==> config.mk <==
export PLATFORM = sky130hd
export DESIGN_NAME = proc_trace_buffer
export DESIGN_NICKNAME = d
export VERILOG_FILES = /design/src/rtl/proc_trace_pkg.sv /design/src/rtl/proc_trace_buffer_trace_ring.sv /design/src/rtl/proc_trace_buffer.sv
export SDC_FILE = /design/constraint.sdc
export NUM_CORES = 1
export LEC_CHECK = 0
export ABC_AREA = 1
export CAP_MARGIN = 30
export CORE_AREA = 4 4 195 273
export CTS_CLUSTER_DIAMETER = 120
export DETAILED_ROUTE_END_ITERATION = 8
export DIE_AREA = 0 0 199 277
export GPL_TIMING_DRIVEN = 0
export PLACE_DENSITY = 0.79
export SKIP_CTS_REPAIR_TIMING = 1
export SYNTH_ARGS = -nofsm -noshare
export SYNTH_HDL_FRONTEND = slang
export SYNTH_SLANG_ARGS = --single-unit
==> constraint.sdc <==
create_clock -name Clk -period 4.83 [get_ports Clk]
set_clock_uncertainty 0.05 [all_clocks]
set_input_delay 0.483 -clock Clk [delete_from_list [all_inputs] [get_ports Clk]]
set_output_delay 0.483 -clock Clk [all_outputs]
set_load 0.02 [all_outputs]
==> src/rtl/proc_trace_pkg.sv <==
// Shared types and constants for the processor trace unit.
// Optional feature macro: TRACE_ALU_CAPTURE_EN (appends the ALU result to each entry).
package proc_trace_pkg;

    typedef enum logic [1:0] {
        IDLE = 2'd0,
        RUN  = 2'd1,
        DONE = 2'd2
    } trace_state_t;

    localparam logic [15:0] HALT_IR_DEFAULT = 16'h5000;

    localparam int unsigned DEF_IR_W  = 16;
    localparam int unsigned DEF_PC_W  = 8;
    localparam int unsigned DEF_ST_W  = 4;
    localparam int unsigned DEF_CNT_W = 16;

`ifdef TRACE_ALU_CAPTURE_EN
    localparam int unsigned DEF_ALU_W = DEF_IR_W;
`else
    localparam int unsigned DEF_ALU_W = 0;
`endif

    // Bit offsets of each field inside an entry built with the default widths
    localparam int unsigned ST_LSB    = DEF_ALU_W;
    localparam int unsigned IR_LSB    = ST_LSB + DEF_ST_W;
    localparam int unsigned PC_LSB    = IR_LSB + DEF_IR_W;
    localparam int unsigned STAMP_LSB = PC_LSB + DEF_PC_W;

    typedef struct packed {
        logic [DEF_CNT_W-1:0] stamp;
        logic [DEF_PC_W-1:0]  pc;
        logic [DEF_IR_W-1:0]  ir;
        logic [DEF_ST_W-1:0]  state;
`ifdef TRACE_ALU_CAPTURE_EN
        logic [DEF_IR_W-1:0]  alu;
`endif
    } trace_entry_t;

    // Entry width for an arbitrary field sizing
    function automatic int unsigned entry_width(input int unsigned cnt_w,
                                                input int unsigned pc_w,
                                                input int unsigned ir_w,
                                                input int unsigned st_w);
`ifdef TRACE_ALU_CAPTURE_EN
        return cnt_w + pc_w + ir_w + st_w + ir_w;
`else
        return cnt_w + pc_w + ir_w + st_w;
`endif
    endfunction

endpackage

==> src/rtl/proc_trace_buffer_trace_ring.sv <==
// Circular entry store with show-ahead read port.
// Ports: Clk, Reset (sync, active-high), Clear, Wr_En/Wr_Data (append),
//        Rd_Ready/Rd_Valid/Rd_Data (head entry, pop on handshake),
//        Count (entries held), Ovf_c (combinational: this write loses an entry).
module trace_ring #(
    parameter int unsigned DEPTH = 16,
    parameter int unsigned WIDTH = 44,
    parameter bit          WRAP  = 1'b1
) (
    input  logic                     Clk,
    input  logic                     Reset,
    input  logic                     Clear,
    input  logic                     Wr_En,
    input  logic [WIDTH-1:0]         Wr_Data,
    input  logic                     Rd_Ready,
    output logic                     Rd_Valid,
    output logic [WIDTH-1:0]         Rd_Data,
    output logic [$clog2(DEPTH):0]   Count,
    output logic                     Ovf_c
);

    localparam int unsigned PTR_W = $clog2(DEPTH);
    localparam int unsigned CNT_W = PTR_W + 1;

    logic [WIDTH-1:0] mem [DEPTH];
    logic [PTR_W-1:0] wr_ptr;
    logic [PTR_W-1:0] rd_ptr;
    logic             full;
    logic             pop;
    logic             push;

    assign Rd_Valid = (Count != '0);
    assign Rd_Data  = mem[rd_ptr];
    assign full     = (Count == CNT_W'(DEPTH));
    assign pop      = Rd_Valid && Rd_Ready;

    // A write into a full ring with no pop either overwrites the oldest or is dropped
    always_comb begin
        push  = Wr_En;
        Ovf_c = 1'b0;
        if (Wr_En && full && !pop) begin
            Ovf_c = 1'b1;
            push  = WRAP;
        end
        if (Clear) begin
            push  = 1'b0;
            Ovf_c = 1'b0;
        end
    end

    // Pointers and occupancy; an overwrite advances the read pointer with the write
    always_ff @(posedge Clk) begin
        if (Reset || Clear) begin
            wr_ptr <= '0;
            rd_ptr <= '0;
            Count  <= '0;
        end else begin
            if (push) begin
                wr_ptr <= wr_ptr + PTR_W'(1);
            end
            if (pop || (push && full)) begin
                rd_ptr <= rd_ptr + PTR_W'(1);
            end
            if (push && !pop && !full) begin
                Count <= Count + CNT_W'(1);
            end else if (pop && !push) begin
                Count <= Count - CNT_W'(1);
            end
        end
    end

    // Entry storage, contents are not reset
    always_ff @(posedge Clk) begin
        if (push && !Reset) begin
            mem[wr_ptr] <= Wr_Data;
        end
    end

endmodule

==> src/rtl/proc_trace_buffer.sv <==
// On-chip trace unit: records one timestamped {stamp, PC, IR, State} entry per
// instruction fetch, flags halt and watchdog timeout, drains over ready/valid.
// Optional feature macro: TRACE_ALU_CAPTURE_EN adds ALU_Out_In to each entry.
// Ports: Clk, Reset (sync, active-high), Capture_En, Clear, PC_In/IR_In/State_In
//        (processor debug taps), Rd_Ready/Rd_Valid/Rd_Data (read port),
//        Count, sticky Halted/Timeout/Overflow, Busy (tracing active).
module proc_trace_buffer
    import proc_trace_pkg::*;
#(
    parameter int unsigned     IR_W    = 16,
    parameter int unsigned     PC_W    = 8,
    parameter int unsigned     ST_W    = 4,
    parameter int unsigned     DEPTH   = 16,
    parameter int unsigned     CNT_W   = 16,
    parameter logic [IR_W-1:0] HALT_IR = IR_W'(HALT_IR_DEFAULT),
    parameter int unsigned     TIMEOUT = 1024,
    parameter bit              WRAP    = 1'b1
) (
    input  logic                                         Clk,
    input  logic                                         Reset,
    input  logic                                         Capture_En,
    input  logic                                         Clear,
    input  logic [PC_W-1:0]                              PC_In,
    input  logic [IR_W-1:0]                              IR_In,
    input  logic [ST_W-1:0]                              State_In,
`ifdef TRACE_ALU_CAPTURE_EN
    input  logic [IR_W-1:0]                              ALU_Out_In,
`endif
    input  logic                                         Rd_Ready,
    output logic                                         Rd_Valid,
    output logic [entry_width(CNT_W,PC_W,IR_W,ST_W)-1:0] Rd_Data,
    output logic [$clog2(DEPTH):0]                       Count,
    output logic                                         Halted,
    output logic                                         Timeout,
    output logic                                         Overflow,
    output logic                                         Busy
);

    localparam int unsigned ENTRY_W = entry_width(CNT_W, PC_W, IR_W, ST_W);
    localparam int unsigned WD_W    = $clog2(TIMEOUT) + 1;

    trace_state_t       state;
    trace_state_t       state_n;
    logic [CNT_W-1:0]   stamp;
    logic [WD_W-1:0]    wdog;
    logic [PC_W-1:0]    last_pc;
    logic               first_flag;
    logic               start_c;
    logic               cap_c;
    logic               halt_c;
    logic               tmo_c;
    logic               ovf_c;
    logic [ENTRY_W-1:0] wr_data;

`ifdef TRACE_ALU_CAPTURE_EN
    assign wr_data = {stamp, PC_In, IR_In, State_In, ALU_Out_In};
`else
    assign wr_data = {stamp, PC_In, IR_In, State_In};
`endif

    assign Busy = (state == RUN);

    // FSM state register
    always_ff @(posedge Clk) begin
        if (Reset) begin
            state <= IDLE;
        end else begin
            state <= state_n;
        end
    end

    // Next state and capture decisions; disarm beats halt, halt beats timeout
    always_comb begin
        state_n = state;
        start_c = 1'b0;
        cap_c   = 1'b0;
        halt_c  = 1'b0;
        tmo_c   = 1'b0;
        case (state)
            IDLE: begin
                if (Capture_En) begin
                    state_n = RUN;
                    start_c = 1'b1;
                end
            end
            RUN: begin
                if (!Capture_En) begin
                    state_n = IDLE;
                end else if (IR_In == HALT_IR) begin
                    cap_c   = 1'b1;
                    halt_c  = 1'b1;
                    state_n = DONE;
                end else if (first_flag || (PC_In != last_pc)) begin
                    cap_c = 1'b1;
                end else if (wdog == WD_W'(TIMEOUT - 1)) begin
                    tmo_c   = 1'b1;
                    state_n = DONE;
                end
            end
            DONE: begin
                if (!Capture_En) begin
                    state_n = IDLE;
                end
            end
            default: state_n = IDLE;
        endcase
    end

    // Timestamp, watchdog, change detector and sticky flags
    always_ff @(posedge Clk) begin
        if (Reset) begin
            stamp      <= '0;
            wdog       <= '0;
            last_pc    <= '0;
            first_flag <= 1'b0;
            Halted     <= 1'b0;
            Timeout    <= 1'b0;
            Overflow   <= 1'b0;
        end else begin
            if (start_c) begin
                stamp      <= '0;
                wdog       <= '0;
                first_flag <= 1'b1;
            end else if (state == RUN) begin
                if (stamp != '1) begin
                    stamp <= stamp + CNT_W'(1);
                end
                if (cap_c) begin
                    wdog       <= '0;
                    last_pc    <= PC_In;
                    first_flag <= 1'b0;
                end else if (wdog != '1) begin
                    wdog <= wdog + WD_W'(1);
                end
            end
            if (Clear) begin
                Halted   <= 1'b0;
                Timeout  <= 1'b0;
                Overflow <= 1'b0;
            end else begin
                Halted   <= Halted | halt_c;
                Timeout  <= Timeout | tmo_c;
                Overflow <= Overflow | ovf_c;
            end
        end
    end

    trace_ring #(
        .DEPTH (DEPTH),
        .WIDTH (ENTRY_W),
        .WRAP  (WRAP)
    ) u_ring (
        .Clk      (Clk),
        .Reset    (Reset),
        .Clear    (Clear),
        .Wr_En    (cap_c),
        .Wr_Data  (wr_data),
        .Rd_Ready (Rd_Ready),
        .Rd_Valid (Rd_Valid),
        .Rd_Data  (Rd_Data),
        .Count    (Count),
        .Ovf_c    (ovf_c)
    );

endmodule

; ---- Word-level counts from Yosys, hierarchy flattened
; Memories as Yosys holds them, arrays and structs flattened. A register that Yosys moved wholly into a read port is not among the register bits.
; Index checks and enable logic that the tools add are counted.
[classes]
n_eq_ne = 12
n_mux = 36
addsub = 6
bitwise = 4
n_reduce_logical = 28
[ops]
columns = op, n
row1 = 2-to-1 mux 1 bit, 23
row2 = 2-to-1 mux 11 bit, 2
row3 = "adder 16 x 1 -> 16 bit, second input constant", 1
row4 = "equality test 16 x 15 -> 1 bit, second input constant", 1
row5 = "!= test 16 bit, second input constant", 1
row6 = 2-to-1 mux 2 bit, 6
row7 = "adder 11 x 1 -> 11 bit, second input constant", 1
row8 = "equality test 11 x 10 -> 1 bit, second input constant", 1
row9 = "!= test 11 bit, second input constant", 1
row10 = 2-to-1 mux 5 bit, 2
row11 = "adder 4 x 1 -> 4 bit, second input constant", 2
row12 = logical AND 1 bit, 8
row13 = 2-to-1 mux 4 bit, 2
row14 = != test 8 bit, 1
row15 = nonzero test 2 bit, 4
row16 = case mux 2 bit (3 select lines), 1
row17 = AND reduction 2 bit, 3
row18 = "adder 5 x 1 -> 5 bit, second input constant", 1
row19 = "equality test 5 bit, second input constant", 1
row20 = nonzero test 5 bit, 1
row21 = "subtractor 5 x 1 -> 5 bit, second input constant", 1
row22 = logical NOT 1 bit, 4
row23 = "!= test 2 bit, second input constant", 2
row24 = "!= test 4 x 2 -> 1 bit, second input constant", 1
row25 = 10 further kinds, 15
[word_totals]
n_memories = 1
word_cells = 98
register_bits = 54
in_bits = 33
ramBits = 704
[mem_list]
columns = memory, depth, word_bits, rd, rd_ports_with_merged_regs, write_ports, line
row1 = u_ring.mem, 16, 44, 1, 1, 1, proc_trace_buffer_trace_ring.sv:25  ; logic [WIDTH-1:0] mem [DEPTH];

; ---- Logic depth before layout (Yosys ltp)
[logic_depth]
word_depth = 14
mapped_depth = 18
depth_no_buf = 18

; ---- By module
; From an unflattened synthesis, not the netlist that was laid out.
[hier_totals]
hier_cells = 2508
hier_area_um2 = 30674.4
[by_module_without_submodules]
columns = mod, cells_each, seq_area_each_um2, n_inst, area_each_um2
row1 = trace_ring, 2167, 21480.6, 1, 28444.8
row2 = proc_trace_buffer, 341, 820.8, 1, 2229.6

; ---- Worst setup path before layout
; Ideal clock, no wire load.
[synth_timing]
path_type = input -> register
startpoint = input IR_In[7]
endpoint = memory u_ring.mem[0][0], enable pin
arrival_ps = 3324
path_slack_ps = 1011
path_buffers = 1
stages = 10
cell_sequence = nor2_1 > nand2_1 > nor2_1 > nand3_1 > nand3_2 > nand2_1 > buf_6 > nor2_1 > nand2_1 > nor2_1
[synth_between]
elab_chain_len = 11
[synth_lines]
columns = element, line
row1 = from (decl), proc_trace_buffer.sv:24  ; input logic [IR_W-1:0] IR_In,
row2 = equality test 16 x 15 -> 1 bit *, proc_trace_buffer.sv:89  ; end else if (IR_In == HALT_IR) begin
row3 = 2-to-1 mux 1 bit *, proc_trace_buffer.sv:89
row4 = 2-to-1 mux 1 bit *, proc_trace_buffer.sv:87  ; if (!Capture_En) begin
row5 = 2-to-1 mux 1 bit *, proc_trace_buffer.sv:79  ; case (state)
row6 = logical AND 1 bit (2 in a row), proc_trace_buffer_trace_ring.sv:41  ; if (Wr_En && full && !pop) begin
row7 = 2-to-1 mux 1 bit *, proc_trace_buffer_trace_ring.sv:41
row8 = 2-to-1 mux 1 bit *, proc_trace_buffer_trace_ring.sv:45  ; if (Clear) begin
row9 = logical AND 1 bit *, proc_trace_buffer_trace_ring.sv:74  ; if (push && !Reset) begin
row10 = 2-to-1 mux 1 bit *, proc_trace_buffer_trace_ring.sv:74
row11 = 2-to-1 mux 1 bit (not written as such) *, proc_trace_buffer_trace_ring.sv:75  ; mem[wr_ptr] <= Wr_Data;
row12 = to (decl), proc_trace_buffer_trace_ring.sv:25
; Every way passes the cells marked *; elsewhere a longest branch is shown, timed or not.

==> metrics.csv <==
metric,value,unit
status,completed,
diodes inserted,0,
1st-iter DRT viols,2796,
leading post-synthesis cells by instance count,"edfxtp_1, o21ai_0, inv_1",
CORE AREA,50800,um2
area fraction of the dominant cell type after synthesis,0.687,
most common cell in the synthesized netlist,edfxtp_1,
hold slack,420,ps
chip height,277,um
CP Class,reg -> out,
Final Instance Area,35400,um2
dpl ws,51.5,ps
largest net degree at the start of global routing,25,
RSZ-0062 raised after global routing,no,
initial antenna violation count,0,
asr flop ratio synth,0,
Fin Setup TNS,0,ps
setup ws final,359,ps
max-cap violation count,0,
synthesized instance count,2268,
WP data arrival,3940,ps
Port Buffers,86,
RR Startpoint,state[1]$_SDFFE_PP0P_,
DRC violations left,0,
Final setup viols,0,
placer congestion estimate,0.852,
Detailed Routing Iterations Pass 1,8,
Highest Clock Rate,224,MHz
Nets,2496,
slew margin rel.,0.282,
Final min period,4470,ps
num rows,98,
Final Util,0.697,
yosys warns,0,
Worst Tran Pin Value,1070,ps
WHS Path Cells,2,
placed inst area,33100,um2
R2R Path End,u_ring.mem[5][35]$_DFFE_PP_,
Fill cells,3247,
Worst R2R Path Depth,9,
die area,55100,um2
clk_lat worst skew,620,ps
worst reg-to-reg setup slack,1560,ps
Starting Density,0.607,
Crit path required time,4300,ps
Hold Path Class,reg -> reg,
ANT nets after route,0,
drt wl/cell,27.6,um
CTS tree,done,
first-pass GRT wire length,128000,um
"top cells by area, synth","edfxtp_1, mux2i_1, o211ai_1",
worst min-delay path startpoint,Halted$_SDFF_PP0_,
synthesized area,30800,um2
IO Count,87,
"Distinct cells, synth",42,
Final Hold Viols,0,
Chip Width,199,um
Seq cells post-synth,762,
WHS Endpoint,Halted$_SDFF_PP0_,
Worst Path Max Fanout,10,
"area leader, netlist",edfxtp_1,
crit end category,primary output,
clock sinks,762,
CTS root buffer,clkbuf_16,
"Remaining Overflow, GRT",0,
clock buffer count from CTS,69,
P_leak,11.5,nW
Final Max Tran Viols,0,
mean post-synth cell area,13.6,um2
Worst setup SP type,register,
layout cells sized above 1,0.0860,
PD cells,381,nW/um2
Via density,6.60,
clock buffer depth,3,
post-route clock period utilization,0.926,
"CTS clk-pin slew, worst paths",70,ps
P&R area growth vs syn,14.9,%
Routed WL,87000,um
Syn Nets,2312,
sequential area share after synthesis,0.724,
Synth Flop Type,edfxtp_1,
Vias,20800,
HPWL after DPL,54900,um
GRT Util Overall,0.313,
number of global-route vias before repair,21200,
H-tree levels,3,
peak supply drop,0.248,mV
Post-synth EDFFs,704,
-- sequential cells by signal (all words and copies together) (netlist names), named ones only --
register,flops
u_ring.wr_ptr,4
u_ring.rd_ptr,4
Overflow,1
state,2
wdog,11
u_ring.mem,704
Timeout,1
first_flag,1
Halted,1
last_pc,8
stamp,16
u_ring.Count,5
-- through the flow --
stage / cells / total power [mW]
after floorplan: 2268 / 7.77
after global placement: 3004 / 8.09
after detailed placement: 3028 / 8.13
after CTS: 3147 / 13.5
after global routing: 3150 / 13.8
final: 3150 / 13.5
-- power breakdown --
part           internal [mW]  total, mW  switching (mW)  leakage, nW
registers               7.18       7.20          0.0164         6.51
logic                  0.268      0.806           0.538         3.89
clock network           3.11       5.48            2.37         1.11
total                   10.6       13.5            2.93         11.5
-- worst max-delay path: stages, from the launching register on --
cell,delay (ps)
dfxtp_1,310
buf_2,250
clkbuf_1,800
clkbuf_1,630
a21oi_1,130
o21ai_0,160
o211ai_1,160
o211ai_1,170
nand2_1,140
clkdlybuf4s50_1,560
-- logic make-up after synthesis --
| kind of cell | synth area share |
|---|---|
| muxes | 0.0572 |
| xor gates and xnor gates | 0.00228 |
| and+or+nand+nor | 0.0420 |
| adders and majority gates | 0.00471 |
| DFF | 0.724 |
| buffers and inverters | 0.0489 |
| AOI/OAI and AO/OA | 0.121 |
-- cell usage in the layout, fill, tap and decap left out, types with 3 or more instances in the layout --
| cell type | count |
|---|---|
| inv_8 | 3 |
| a21oi_1 | 217 |
| o211ai_1 | 176 |
| nand4_1 | 7 |
| inv_1 | 235 |
| clkinv_4 | 3 |
| buf_1 | 3 |
| buf_8 | 3 |
| nand2_2 | 7 |
| clkinv_2 | 13 |
| o21a_1 | 3 |
| ha_1 | 10 |
| bufinv_16 | 5 |
| buf_16 | 3 |
| mux2i_1 | 176 |
| buf_12 | 20 |
| inv_2 | 6 |
| edfxtp_1 | 704 |
| buf_2 | 25 |
| nor2_1 | 51 |
| nor3_1 | 11 |
| clkdlybuf4s50_1 | 86 |
| dfxtp_1 | 58 |
| nand2_1 | 111 |
| clkbuf_1 | 96 |
| clkbuf_16 | 74 |
| nor2_2 | 4 |
| buf_4 | 17 |
| o21ai_0 | 246 |
| nand3_1 | 72 |
| nor2_4 | 16 |
| clkinv_1 | 4 |
| xor2_1 | 7 |
-- routing by layer --
| metal | up-vias | share of wire | global-route usage |
|---|---|---|---|
| met5 | - | 0 | 0 |
| met4 | 0 | 0.062 | 0.189 |
| met3 | 327 | 0.11 | 0.0562 |
| met2 | 1632 | 0.50 | 0.522 |
| met1 | 10100 | 0.33 | 0.379 |
| li1 | 8730 | - | - |
-- cell type report --
class | count | area, um2 | share of cell area
sequential | 762 | 22300 | 0.631
tap | 650 | 813 | 0.0230
multi-input combinational | 1133 | 7100 | 0.201
clock buffer | 88 | 1920 | 0.0544
clock inverter | 31 | 318 | 0.00899
timing repair buffer | 113 | 1400 | 0.0396
buffer | 130 | 591 | 0.0167
inverter | 243 | 915 | 0.0259
-- how the worst max path moves through the flow --
stage | to | depth (start not counted)
after CTS | Rd_Data[22] | 8
after detailed placement | u_ring.mem[8][10]$_DFFE_PP_ | 12
after global routing | Rd_Data[28] | 9
after floorplan | u_ring.mem[0][0]$_DFFE_PP_ | 10
after global placement | u_ring.mem[2][1]$_DFFE_PP_ | 11
final | Rd_Data[28] | 9
(Power assumes the default switching activity.)
